File: src/rtl/uart_loader_pkg.sv
// Shared types and constants for the UART program loader.
package uart_loader_pkg;

  localparam int WORD_BYTES = 4;
  localparam int LEN_WIDTH  = 16;

  typedef enum logic [2:0] {
    ST_IDLE,
    ST_LEN_HI,
    ST_WORD,
    ST_CHECK,
    ST_DONE,
    ST_ERROR
  } loader_state_t;

endpackage

File: src/rtl/uart_word_packer.sv
// Assembles little-endian bytes into 32-bit words; strobes word_vld for one cycle
// after the last byte of each word. clear restarts assembly from byte 0.
module uart_word_packer
  import uart_loader_pkg::*;
(
  input  logic        clk,
  input  logic        clear,
  input  logic        byte_vld,
  input  logic [7:0]  byte_data,
  output logic        word_last,
  output logic        word_vld,
  output logic [31:0] word_data
);

  localparam int CNT_W = $clog2(WORD_BYTES);

  logic [CNT_W-1:0] cnt_p0;
  logic [31:0]      shift_p0;
  logic             vld_p1;

  assign word_last = byte_vld && (cnt_p0 == CNT_W'(WORD_BYTES - 1));

  // p0: shift register and byte counter; p1: completed-word strobe
  always_ff @(posedge clk) begin
    if (clear) begin
      cnt_p0   <= '0;
      shift_p0 <= '0;
      vld_p1   <= 1'b0;
    end else begin
      vld_p1 <= word_last;
      if (byte_vld) begin
        shift_p0 <= {byte_data, shift_p0[31:8]};
        cnt_p0   <= cnt_p0 + 1'b1;
      end
    end
  end

  assign word_vld  = vld_p1;
  assign word_data = shift_p0;

endmodule

File: src/rtl/uart_program_loader.sv
// Parses a LEN-prefixed little-endian word stream from the UART into instruction memory.
// Define UART_LOADER_CHECKSUM_EN to require a trailing zero-sum checksum byte.
module uart_program_loader
  import uart_loader_pkg::*;
#(
  parameter int ADDR_WIDTH = 10,
  parameter int START_ADDR = 0
) (
  input  logic                  clk,
  input  logic                  reset_n,
  input  logic                  io_data_valid,
  input  logic [7:0]            io_data_packet,
  output logic                  io_mem_we,
  output logic [ADDR_WIDTH-1:0] io_mem_addr,
  output logic [31:0]           io_mem_wdata,
  output logic                  io_load_active,
  output logic                  io_load_done,
  output logic                  io_load_error
);

  localparam logic [31:0] CAPACITY = 32'((1 << ADDR_WIDTH) - START_ADDR);
`ifdef UART_LOADER_CHECKSUM_EN
  localparam loader_state_t TAIL_ST = ST_CHECK;
`else
  localparam loader_state_t TAIL_ST = ST_DONE;
`endif

  loader_state_t         state_q, state_d;
  logic [7:0]            len_lo_q;
  logic [LEN_WIDTH-1:0]  len_q, word_cnt_q, len_in;
  logic [ADDR_WIDTH-1:0] addr_q;
  logic                  frame_start, byte_in_word, word_last, pack_clear;
  logic                  done_q, error_q, active_q;

  assign len_in       = {io_data_packet, len_lo_q};
  assign byte_in_word = io_data_valid && (state_q == ST_WORD);
  assign pack_clear   = !reset_n || frame_start;

  uart_word_packer u_packer (
    .clk       (clk),
    .clear     (pack_clear),
    .byte_vld  (byte_in_word),
    .byte_data (io_data_packet),
    .word_last (word_last),
    .word_vld  (io_mem_we),
    .word_data (io_mem_wdata)
  );

`ifdef UART_LOADER_CHECKSUM_EN
  logic [7:0] sum_q;
  logic       sum_ok;

  assign sum_ok = (8'(sum_q + io_data_packet) == 8'd0);

  always_ff @(posedge clk) begin
    if (!reset_n) begin
      sum_q <= '0;
    end else if (frame_start) begin
      sum_q <= io_data_packet;
    end else if (io_data_valid && (state_q == ST_LEN_HI || state_q == ST_WORD)) begin
      sum_q <= sum_q + io_data_packet;
    end
  end
`endif

  always_comb begin
    state_d     = state_q;
    frame_start = 1'b0;
    case (state_q)
      // DONE/ERROR last one cycle; a byte arriving then opens the next frame
      ST_IDLE, ST_DONE, ST_ERROR: begin
        state_d = ST_IDLE;
        if (io_data_valid) begin
          state_d     = ST_LEN_HI;
          frame_start = 1'b1;
        end
      end
      ST_LEN_HI: begin
        if (io_data_valid) begin
          if (32'(len_in) > CAPACITY)  state_d = ST_ERROR;
          else if (len_in == '0)       state_d = TAIL_ST;
          else                         state_d = ST_WORD;
        end
      end
      ST_WORD: begin
        if (word_last && ((word_cnt_q + LEN_WIDTH'(1)) == len_q)) state_d = TAIL_ST;
      end
`ifdef UART_LOADER_CHECKSUM_EN
      ST_CHECK: begin
        if (io_data_valid) state_d = sum_ok ? ST_DONE : ST_ERROR;
      end
`endif
      default: state_d = ST_IDLE;
    endcase
  end

  always_ff @(posedge clk) begin
    if (!reset_n) begin
      state_q    <= ST_IDLE;
      len_lo_q   <= '0;
      len_q      <= '0;
      word_cnt_q <= '0;
      addr_q     <= ADDR_WIDTH'(START_ADDR);
      done_q     <= 1'b0;
      error_q    <= 1'b0;
      active_q   <= 1'b0;
    end else begin
      state_q  <= state_d;
      done_q   <= (state_q == ST_DONE);
      error_q  <= (state_q == ST_ERROR);
      // stays high through the status pulse cycle
      active_q <= (state_d != ST_IDLE) || (state_q == ST_DONE) || (state_q == ST_ERROR);
      if (frame_start) begin
        len_lo_q   <= io_data_packet;
        word_cnt_q <= '0;
        addr_q     <= ADDR_WIDTH'(START_ADDR);
      end else begin
        if (state_q == ST_LEN_HI && io_data_valid) len_q <= len_in;
        if (word_last) word_cnt_q <= word_cnt_q + LEN_WIDTH'(1);
        if (io_mem_we) addr_q <= addr_q + 1'b1;
      end
    end
  end

  assign io_mem_addr    = addr_q;
  assign io_load_active = active_q;
  assign io_load_done   = done_q;
  assign io_load_error  = error_q;

endmodule

File: config.mk
export PLATFORM = sky130hd
export DESIGN_NAME = uart_program_loader
export DESIGN_NICKNAME = d
export VERILOG_FILES = /design/src/rtl/uart_loader_pkg.sv /design/src/rtl/uart_word_packer.sv /design/src/rtl/uart_program_loader.sv
export SDC_FILE = /design/constraint.sdc
export NUM_CORES = 1
export LEC_CHECK = 0
export CORE_MARGIN = 2
export CORE_UTILIZATION = 58
export CTS_CLUSTER_DIAMETER = 100
export DETAILED_ROUTE_END_ITERATION = 12
export PLACE_DENSITY = 0.84
export SLEW_MARGIN = 20
export SYNTH_ARGS = -nofsm -noshare
export SYNTH_HDL_FRONTEND = slang
export SYNTH_SLANG_ARGS = --single-unit
File: constraint.sdc
create_clock -name clk -period 3.1 [get_ports clk]
set_clock_uncertainty 0.05 [all_clocks]
set_input_delay 0.775 -clock clk [delete_from_list [all_inputs] [get_ports clk]]
set_output_delay 0.775 -clock clk [all_outputs]
set_load 0.02 [all_outputs]
==> After elaboration in Yosys (flattened, before gate mapping) <==
Cells that the tools add are included.
{ "classes": {"n_bitwise": 2, "shifts": 0, "magnitude_cmp": 1, "mux": 8, "mul": 0, "div_mod_pow": 0, "eq_ne": 6, "addsub": 3, "n_reduce_logical": 14} }
{ "op_table": {"columns": ["operator", "n"], "rows": [
  ["16-bit by 1-bit adder with 16-bit output, second input constant", 1],
  ["16-bit equality test", 1],
  ["16-bit by 11-bit > comparator with 1-bit output, second input constant", 1],
  ["16-bit zero test", 1],
  ["3-bit two-way mux", 4],
  ["10-bit by 1-bit adder with 10-bit output, second input constant", 1],
  ["3-bit case mux with 3 select lines", 1],
  ["3-bit equality test, second input constant", 2],
  ["1-bit logical AND", 4],
  ["3-bit by 1-bit equality test with 1-bit output, second input constant", 1],
  ["3-bit by 2-bit equality test with 1-bit output, second input constant", 1],
  ["3-bit zero test", 1],
  ["1-bit logical OR", 3],
  ["1-bit two-way mux", 3],
  ["3-bit nonzero test", 1],
  ["3-bit OR reduction", 1],
  ["2-bit by 1-bit adder with 2-bit output, second input constant", 1],
  ["2-bit equality test, second input constant", 1],
  ["1-bit inverter", 2],
  ["2-bit AND reduction", 1],
  ["2-bit OR reduction", 1],
  ["1-bit zero test", 1]
]} }
{ "word_totals": {"mem_bits_ro": 0, "in_bits": 11, "mem_count": 0, "latchBits": 0, "reg_bits": 91, "ram_bits": 0} }

==> Longest topological paths before layout <==
Gate-level depths: netlist of the first run.
{ "logic_depth": {"ltp_word": 9, "ltp_mapped": 8, "depth_no_buf": 7} }

==> Hierarchy <==
From an unflattened synthesis of the first run, not the netlist that was laid out.
{ "hier_totals": {"hier_cells": 442, "area_unflattened_um2": 4080.2} }
{ "modules_own_cells": {"columns": ["mod", "instances", "cells_per_inst", "area_per_inst_um2"], "rows": [
  ["uart_program_loader", 1, 328, 2795.2],
  ["uart_word_packer", 1, 114, 1285.0]
]} }

==> Least setup slack after synthesis of the first run <==
Ideal clock, no wire load.
{ "synth_path": {"path_kind": "input port to flip-flop", "startpoint": "in io_data_valid", "endpoint": "reg word_cnt_q[10]", "arrival_ns": 2.004, "t_required_ns": 2.980, "setup_slack_ns": 0.975, "cell_stages": 7, "path_cell_list": "and4bb_2 -> buf_2 -> and2_1 -> buf_2 -> nand2_1 -> or3_1 -> a21oi_1"} }
{ "synth_between": {"elab_chain_cells": 3, "elab_cells_between_ends": 5, "cone_classes": "mux: 2; reduce/logical: 3"} }
{ "synth_rtl": {"columns": ["element", "line_no", "source"], "rows": [
  ["from (decl)", "uart_program_loader.sv:11", "input logic io_data_valid,"],
  ["1-bit two-way mux", "uart_program_loader.sv:73", "if (io_data_valid) begin"],
  ["1-bit two-way mux", "uart_program_loader.sv:69", "case (state_q)"],
  ["2-bit OR reduction (no line)", null, null],
  ["to (signal assigned)", "uart_program_loader.sv:119", "if (word_last) word_cnt_q <= word_cnt_q + LEN_WIDTH'(1);"],
  ["to (decl)", "uart_program_loader.sv:30", "logic [LEN_WIDTH-1:0] len_q, word_cnt_q, len_in;"]
]} }
Several ways; a longest one is shown, not always the timed one.
A chain may end at the register's enable or synchronous reset.

==> Final worst setup path of the first run <==
{ "layout_path": {"startpoint": "in io_data_valid", "endpoint": "reg word_cnt_q[12]"} }
The elaborated chain is that of the path after synthesis.

==> metrics.cfg, run 1 <==
[sta]
timing.final.crit_share_pct = 78.7
timing.fmax_mhz = 410
finalSetupViolations = 0
timing.final.hold_violations = 0
grt_setup_unrepaired = false
maxSlewHeadroom_pct = 64.3
slew_at_the_pin_with_the_worst_max_slew_slack_ns = 0.535
timing_max_transition_violations_final = 0
min_period_ns = 2.44
timing.setup.tns_ns = 0
fin_ws_ns = 0.659

[setup_path]
cpPeakStageDelay_ns = 0.56
category_of_the_worst_setup_path_capture_point = register
reg2reg_to = state_q[1]
critical_path_required_ns = 3.35
regToRegStartpoint = word_cnt_q[0]
r2r_cell_count = 7
crit_slowest_cell = sky130_fd_sc_hd__clkdlybuf4s50_1
crit_path_cell_trace = clkdlybuf4s50_1 -> and4bb_2 -> and2_1 -> nand2_1 -> or3_1 -> a21oi_1
worstSetupPathType = in2reg
setup.worst_path.end = word_cnt_q[12]
crit_arrival_ns = 2.69
start_kind = input pin
startpoint = io_data_valid
path_max_fanout = 8
worst-r2r-setup-slack_ns = 0.71

[run_status]
status = finished, final reports clean

[placement]
pre_cts_slack_ns = 0.297
estimated_wirelength_of_the_detail_placed_design_um = 5980
port_buffers = 56
place_congestion = 0.862
placed_cells = 591

[drt]
drt.antenna.violating_nets = 0
routed_wirelength_um = 8680
drt_iter0_drc = 180
drt_drc_violations_left = 0
vias_per_cell = 5.54
first_pass_iters = 4
via_count = 3363
route.detailed.wl_per_inst_um = 14.3

[power]
p_total_mw = 2.10
ir_drop_v = 0.000347
leakage_nw = 1.56
power-per-cell-area_nw_per_um2 = 444

[yosys]
count_of_flip_flops_with_a_built_in_enable_after_synthesis = 0
yosys.cell_types.count = 42
syn-num-nets = 490
yosys_most_used_dff = sky130_fd_sc_hd__dfxtp_1
synth-warning-count = 0
avgSynthCellArea_um2 = 8.29
synth-seq-area-share_pct = 46.2
synthesis.area_um2 = 3950
asyncSetResetFlopFracSynth_pct = 0
netlist_instances = 476
ys_ff_latch = 91

[global_route]
grt_first_pass_wirelength_um = 14600
grt_overflow_total = 0
grt.total_usage_pct = 24.5
vias_in_the_first_global_route = 3260
grt_antenna_before_repair = 0
pin_count_of_the_biggest_net_entering_global_routing = 36

[finish]
fin_nets = 536
areaGrowthSynthToFinish_pct = 20.0
layout.filler_cells = 544
area_taken_by_multi_input_logic_gates_um2 = 2000
drive_gt1_share_pct = 6.26
final-instance-count-excl-fill = 607
antennaDiodeCount = 0
area.sequential_um2 = 1820

[clock_network]
clock_tree.htree_level_count = 3
worst_setup_hold_path_clk_slew_ns = 0.10
cts.root.buffer_cell = sky130_fd_sc_hd__clkbuf_8
cts-root-to-sink-buffers = 2
cts.repair.resized = 0
tritoncts = built
worst_skew_pair_later_pin_latency_ns = 0.37
cts_setup_buffers = 0
cts_bufs_inserted = 9
cts_sinks = 91
cts_hold_buffers = 0

[floorplan]
floorplan.initialDensity_pct = 59.1
die_width_um = 86.5
core_um2 = 6680
floorplan.die.height_um = 86.5
design.die.area_um2 = 7480
site_row_count = 30
io_pins = 57

[hold_path]
hold_path_class = reg2reg

[job]
timing.max_cap.violations = 0

==> cell usage in the layout (no fill, tap or decap), types with 2 or more instances in the layout <==
master / n
sky130_fd_sc_hd__nor4_1: 4
sky130_fd_sc_hd__nand3_1: 11
sky130_fd_sc_hd__nand2_2: 2
sky130_fd_sc_hd__or3_1: 5
sky130_fd_sc_hd__ha_1: 3
sky130_fd_sc_hd__mux2i_1: 11
sky130_fd_sc_hd__a21oi_1: 41
sky130_fd_sc_hd__clkbuf_8: 11
sky130_fd_sc_hd__nand4_1: 11
sky130_fd_sc_hd__and2_1: 2
sky130_fd_sc_hd__a21boi_0: 16
sky130_fd_sc_hd__nor2_1: 38
sky130_fd_sc_hd__nor2b_1: 11
sky130_fd_sc_hd__xnor2_1: 26
sky130_fd_sc_hd__o21ai_0: 10
sky130_fd_sc_hd__clkdlybuf4s50_1: 56
sky130_fd_sc_hd__or4_1: 2
sky130_fd_sc_hd__buf_4: 7
sky130_fd_sc_hd__nand2_1: 118
sky130_fd_sc_hd__clkinv_4: 2
sky130_fd_sc_hd__dfxtp_1: 91
sky130_fd_sc_hd__nor3_1: 10
sky130_fd_sc_hd__xor2_1: 17
==> critical path, delay by kind of cell <==
| kind | cells | cell delay, ns |
|---|---|---|
| simple gates | 4 | 1.21 |
| compound gates | 1 | 0.15 |
| buf+inv | 1 | 0.56 |
==> area by class of cell <==
type / count / area share [%]
multi-input combinational: 356 / 42.3
sequential: 91 / 38.5
timing repair buffer: 63 / 12.9
clock buffer: 11 / 3.20
tap: 80 / 2.11
clock inverter: 5 / 0.951
inverter: 1 / 0.0792
==> stage by stage <==
step / hold slack [ns] / instance area, um2 / util [%]
after global placement: 0.396 / 4540 / 68.0
final: 0.410 / 4740 / 70.9
after global routing: 0.440 / 4740 / 70.9
after floorplan: 0.384 / 3950 / -
after CTS: 0.413 / 4740 / 70.9
after detailed placement: 0.400 / 4540 / 68.0
==> logic make-up (layout without fill, tap and decap cells) <==
family,after synthesis,count (layout),synth area share (%)
multiplexers,12,12,3.08
AND/OR/NAND/NOR,225,225,26.2
flip-flops,91,91,46.2
buffers and inverters,29,80,3.17
XOR/XNOR,43,43,9.54
adder cells (fa/ha/maj),4,4,1.20
AO/OA/AOI/OAI,72,72,10.7
==> registers in the layout, indices dropped and copies added (netlist names) <==
signal,flops
state_q,3
u_packer.cnt_p0,2
io_load_active,1
u_packer.word_vld,1
io_mem_addr,10
word_cnt_q,16
io_load_done,1
len_lo_q,8
io_load_error,1
u_packer.word_data,32
len_q,16
==> cell usage after synthesis (2+ instances only) <==
cell type / number / area, um2
sky130_fd_sc_hd__o21ai_0: 10 / 50.1
sky130_fd_sc_hd__nor3_1: 10 / 50.1
sky130_fd_sc_hd__ha_1: 3 / 37.5
sky130_fd_sc_hd__dfxtp_1: 91 / 1820
sky130_fd_sc_hd__nand2_1: 119 / 447
sky130_fd_sc_hd__a21boi_0: 16 / 120
sky130_fd_sc_hd__or4_1: 2 / 15.0
sky130_fd_sc_hd__nand3_1: 11 / 55.1
sky130_fd_sc_hd__nor4_1: 4 / 25.0
sky130_fd_sc_hd__nand4_1: 11 / 68.8
sky130_fd_sc_hd__nor2_1: 38 / 143
sky130_fd_sc_hd__xor2_1: 17 / 149
sky130_fd_sc_hd__xnor2_1: 26 / 228
sky130_fd_sc_hd__buf_2: 6 / 30.0
sky130_fd_sc_hd__nor2b_1: 11 / 68.8
sky130_fd_sc_hd__mux2i_1: 11 / 110
sky130_fd_sc_hd__or3_1: 5 / 31.3
sky130_fd_sc_hd__and2_1: 2 / 12.5
sky130_fd_sc_hd__clkbuf_1: 20 / 75.1
sky130_fd_sc_hd__a21oi_1: 41 / 205
==> where the power goes <==
group | total, mW | switching, mW | internal (mW) | leakage (nW)
logic | 0.115 | 0.0650 | 0.0496 | 0.722
registers | 1.20 | 0.0128 | 1.18 | 0.736
clock network | 0.792 | 0.445 | 0.347 | 0.0981
total | 2.10 | 0.523 | 1.58 | 1.56
==> worst min-delay path by stage <==
stage | from | to | slack [ns] | cells after the start
5_1_grt | u_packer.word_data[5] | u_packer.word_data[5] | 0.44 | 2
4_1_cts | u_packer.word_data[6] | u_packer.word_data[6] | 0.41 | 2
6_report | u_packer.word_data[6] | u_packer.word_data[6] | 0.41 | 2
2_1_floorplan | state_q[0] | io_load_done | 0.38 | 1
3_3_place_gp | u_packer.cnt_p0[1] | u_packer.cnt_p0[1] | 0.40 | 2
3_5_place_dp | u_packer.word_data[6] | u_packer.word_data[6] | 0.40 | 2
==> metal layers <==
metal	up-vias	global-route usage [%]	routed length [um]
met5	-	0	0
met4	0	11.2	143
met3	14	6.10	673
met2	104	39.0	4110
met1	1566	31.6	3760
li1	1679	-	-
No activity file was read; power rests on OpenSTA's default activity.
==> inputs of run 2 (changes only) <==
--- a/config.mk
+++ b/config.mk
@@ -6,10 +6,10 @@
 export NUM_CORES = 1
 export LEC_CHECK = 0
 export CORE_MARGIN = 2
-export CORE_UTILIZATION = 58
+export CORE_UTILIZATION = 49
 export CTS_CLUSTER_DIAMETER = 100
 export DETAILED_ROUTE_END_ITERATION = 12
-export PLACE_DENSITY = 0.84
+export PLACE_DENSITY = 0.76
 export SLEW_MARGIN = 20
 export SYNTH_ARGS = -nofsm -noshare
 export SYNTH_HDL_FRONTEND = slang
==> constraint.sdc (replaced) <==
create_clock -name clk -period 2.08 [get_ports clk]
set_clock_uncertainty 0.05 [all_clocks]
set_input_delay 0.52 -clock clk [delete_from_list [all_inputs] [get_ports clk]]
set_output_delay 0.52 -clock clk [all_outputs]
set_load 0.02 [all_outputs]
==> run 2 against run 1 <==
Compared with the run above:
- clock-buffer cell count decreased by 2
- worst hold slack got worse by 0.0014 ns
- sequential power increased by 48%
- critical path depth decreased by 5
- worst setup slack got worse by 0.60 ns
- largest power group unchanged
==> metrics.cfg, run 2 (synthesized netlist as in run 1, its figures left out) <==
[setup_path]
startpoint = io_mem_addr[5]
r2r_cell_count = 7  ; unchanged
worst-r2r-setup-slack_ns = 0.09  ; -0.62 ns
path_max_fanout = 6  ; -2
reg2reg_to = state_q[1]
crit_path_cell_trace = clkdlybuf4s50_1
category_of_the_worst_setup_path_capture_point = primary output
critical_path_required_ns = 1.51  ; -1.84 ns
crit_slowest_cell = sky130_fd_sc_hd__clkdlybuf4s50_1
crit_arrival_ns = 1.45  ; -1.24 ns
cpPeakStageDelay_ns = 0.64  ; +0.08 ns
worstSetupPathType = reg2out
cp_num_cells = 1  ; -5
setup.worst_path.end = io_mem_addr[5]
worstPathBufferInverterCount = 1  ; unchanged
regToRegStartpoint = word_cnt_q[0]
start_kind = register
crit_family = buffers and inverters

[floorplan]
design.die.area_um2 = 8790  ; +17%
floorplan.die.height_um = 93.7  ; +8.4%
core_um2 = 7770  ; +16%
die_width_um = 93.7  ; +8.4%
site_row_count = 32  ; +6.7%
floorplan.initialDensity_pct = 50.8  ; -8.3 points
io_pins = 57  ; unchanged

[finish]
layout_commonest_cell = sky130_fd_sc_hd__nand2_1
fin_nets = 564  ; +5.2%
commonest_non_fill_non_tap_cells_in_the_layout = sky130_fd_sc_hd__nand2_1, sky130_fd_sc_hd__dfxtp_1, sky130_fd_sc_hd__clkdlybuf4s50_1, sky130_fd_sc_hd__a21oi_1, sky130_fd_sc_hd__nor2_1
areaGrowthSynthToFinish_pct = 27.3
largest_register_ffs = 32  ; unchanged
drive_gt1_share_pct = 12.5  ; +6.2 points
final-instance-count-excl-fill = 656  ; +8.1%
antennaDiodeCount = 0  ; unchanged

[clock_network]
cts_hold_buffers = 0  ; unchanged
cts_bufs_inserted = 9  ; unchanged
tritoncts = built
clock_tree.htree_level_count = 3  ; unchanged
cts.root.buffer_cell = sky130_fd_sc_hd__clkbuf_8
worst_setup_hold_path_clk_slew_ns = 0.10  ; about the same
cts_sinks = 91  ; unchanged
worst_skew_pair_later_pin_latency_ns = 0.37  ; about the same
cts-root-to-sink-buffers = 2  ; unchanged

[global_route]
vias_in_the_first_global_route = 3273  ; +0.40%
pin_count_of_the_biggest_net_entering_global_routing = 34  ; -5.6%
grt.total_usage_pct = 21.7  ; -2.8 points
grt_antenna_before_repair = 0  ; unchanged
grt_first_pass_wirelength_um = 15200  ; +3.6%
grt_overflow_total = 0  ; unchanged

[drt]
drt_drc_violations_left = 0  ; unchanged
first_pass_iters = 4  ; unchanged
via_count = 3444  ; +2.4%
drt.antenna.violating_nets = 0  ; unchanged
drt_iter0_drc = 216  ; +20%
route.detailed.wl_per_inst_um = 14.0  ; -2.2%
vias_per_cell = 5.25  ; -5.2%
routed_wirelength_um = 9170  ; +5.7%

[sta]
timing.final.crit_share_pct = 97.2
slew_at_the_pin_with_the_worst_max_slew_slack_ns = 0.319  ; -0.217 ns
grt_setup_unrepaired = false
min_period_ns = 2.02
maxSlewHeadroom_pct = 78.6  ; +14 points
timing.final.hold_violations = 0  ; unchanged
timing.fmax_mhz = 495
fin_hold_ws_ns = 0.408  ; -0.00143 ns
finalSetupViolations = 0  ; unchanged
timing_max_transition_violations_final = 0  ; unchanged

[placement]
placed_cells = 640  ; +8.3%
port_buffers = 56  ; unchanged
estimated_wirelength_of_the_detail_placed_design_um = 6570  ; +9.8%
place_congestion = 0.836  ; -3.1%

[job]
timing.max_cap.violations = 0  ; unchanged

[power]
leakage_nw = 1.69  ; +8.9%
power-per-cell-area_nw_per_um2 = 613  ; +38%
ir_drop_v = 0.000351  ; +1.4%

[run_status]
status = finished, final reports clean

[hold_path]
hold_path_class = reg2reg

run 2: area by class of cell:
cell class	instances	area, um2
Tap cell	102	128
Clock buffer	9	124
Multi-Input combinational cell	356	2030
Sequential cell	91	1830
Clock inverter	6	51.3
Fill cell	670	2740
Inverter	1	3.75
Timing Repair Buffer	91	861
run 2: metal layers:
layer | wire (um) | global-route usage (%)
met2 | 4330 | 35.0
met4 | 130 | 6.88
met5 | 0 | 0
met1 | 4210 | 28.3
met3 | 502 | 6.02
run 2: worst min-delay path by stage:
| stage | startpoint | to | slack [ns] | cells after the start |
|---|---|---|---|---|
| final | u_packer.word_data[3] | u_packer.word_data[3] | 0.41 | 2 |
| after global routing | u_packer.word_data[25] | u_packer.word_data[17] | 0.44 | 2 |
| after CTS | u_packer.word_data[3] | u_packer.word_data[3] | 0.41 | 2 |
| after detailed placement | u_packer.word_data[3] | u_packer.word_data[3] | 0.40 | 2 |
| after global placement | u_packer.word_data[3] | u_packer.word_data[3] | 0.39 | 2 |
| after floorplan | state_q[0] | io_load_done | 0.38 | 1 |
run 2: per-stage QoR:
stage	TNS, ns	total power [mW]	setup WS (ns)	utilization, %	area, um2
2_1_floorplan	0	1.93	0.0297	-	3950
3_3_place_gp	-1.27	2.02	-0.186	62.0	4810
3_5_place_dp	-1.93	2.02	-0.233	62.0	4810
4_1_cts	0	3.09	0.0145	64.2	4990
5_1_grt	0	3.19	0.00253	64.7	5020
6_report	0	3.08	0.0585	64.7	5020
run 2: power breakdown:
group,switching [mW],internal (mW),leakage (nW),total (mW)
clock network,0.653,0.441,0.0798,1.09
registers,0.0197,1.76,0.738,1.78
logic,0.104,0.0964,0.877,0.201
run 2: what timing repair did:
action / 4_1_cts / 5_1_grt
pin swaps: 1 / 7
setup endpoints to repair: 1 / 2
buffers inserted: 0 / 1
gates resized for setup: 0 / 10
run 2: worst register-to-register path: stages (launching register included):
cell and delay (ns):
sky130_fd_sc_hd__dfxtp_2 0.36, sky130_fd_sc_hd__buf_4 0.15, sky130_fd_sc_hd__and4_4 0.22, sky130_fd_sc_hd__nand2_2 0.06, sky130_fd_sc_hd__or4_4 0.51, sky130_fd_sc_hd__a311oi_2 0.24, sky130_fd_sc_hd__nand4_1 0.14, sky130_fd_sc_hd__nor3b_2 0.17
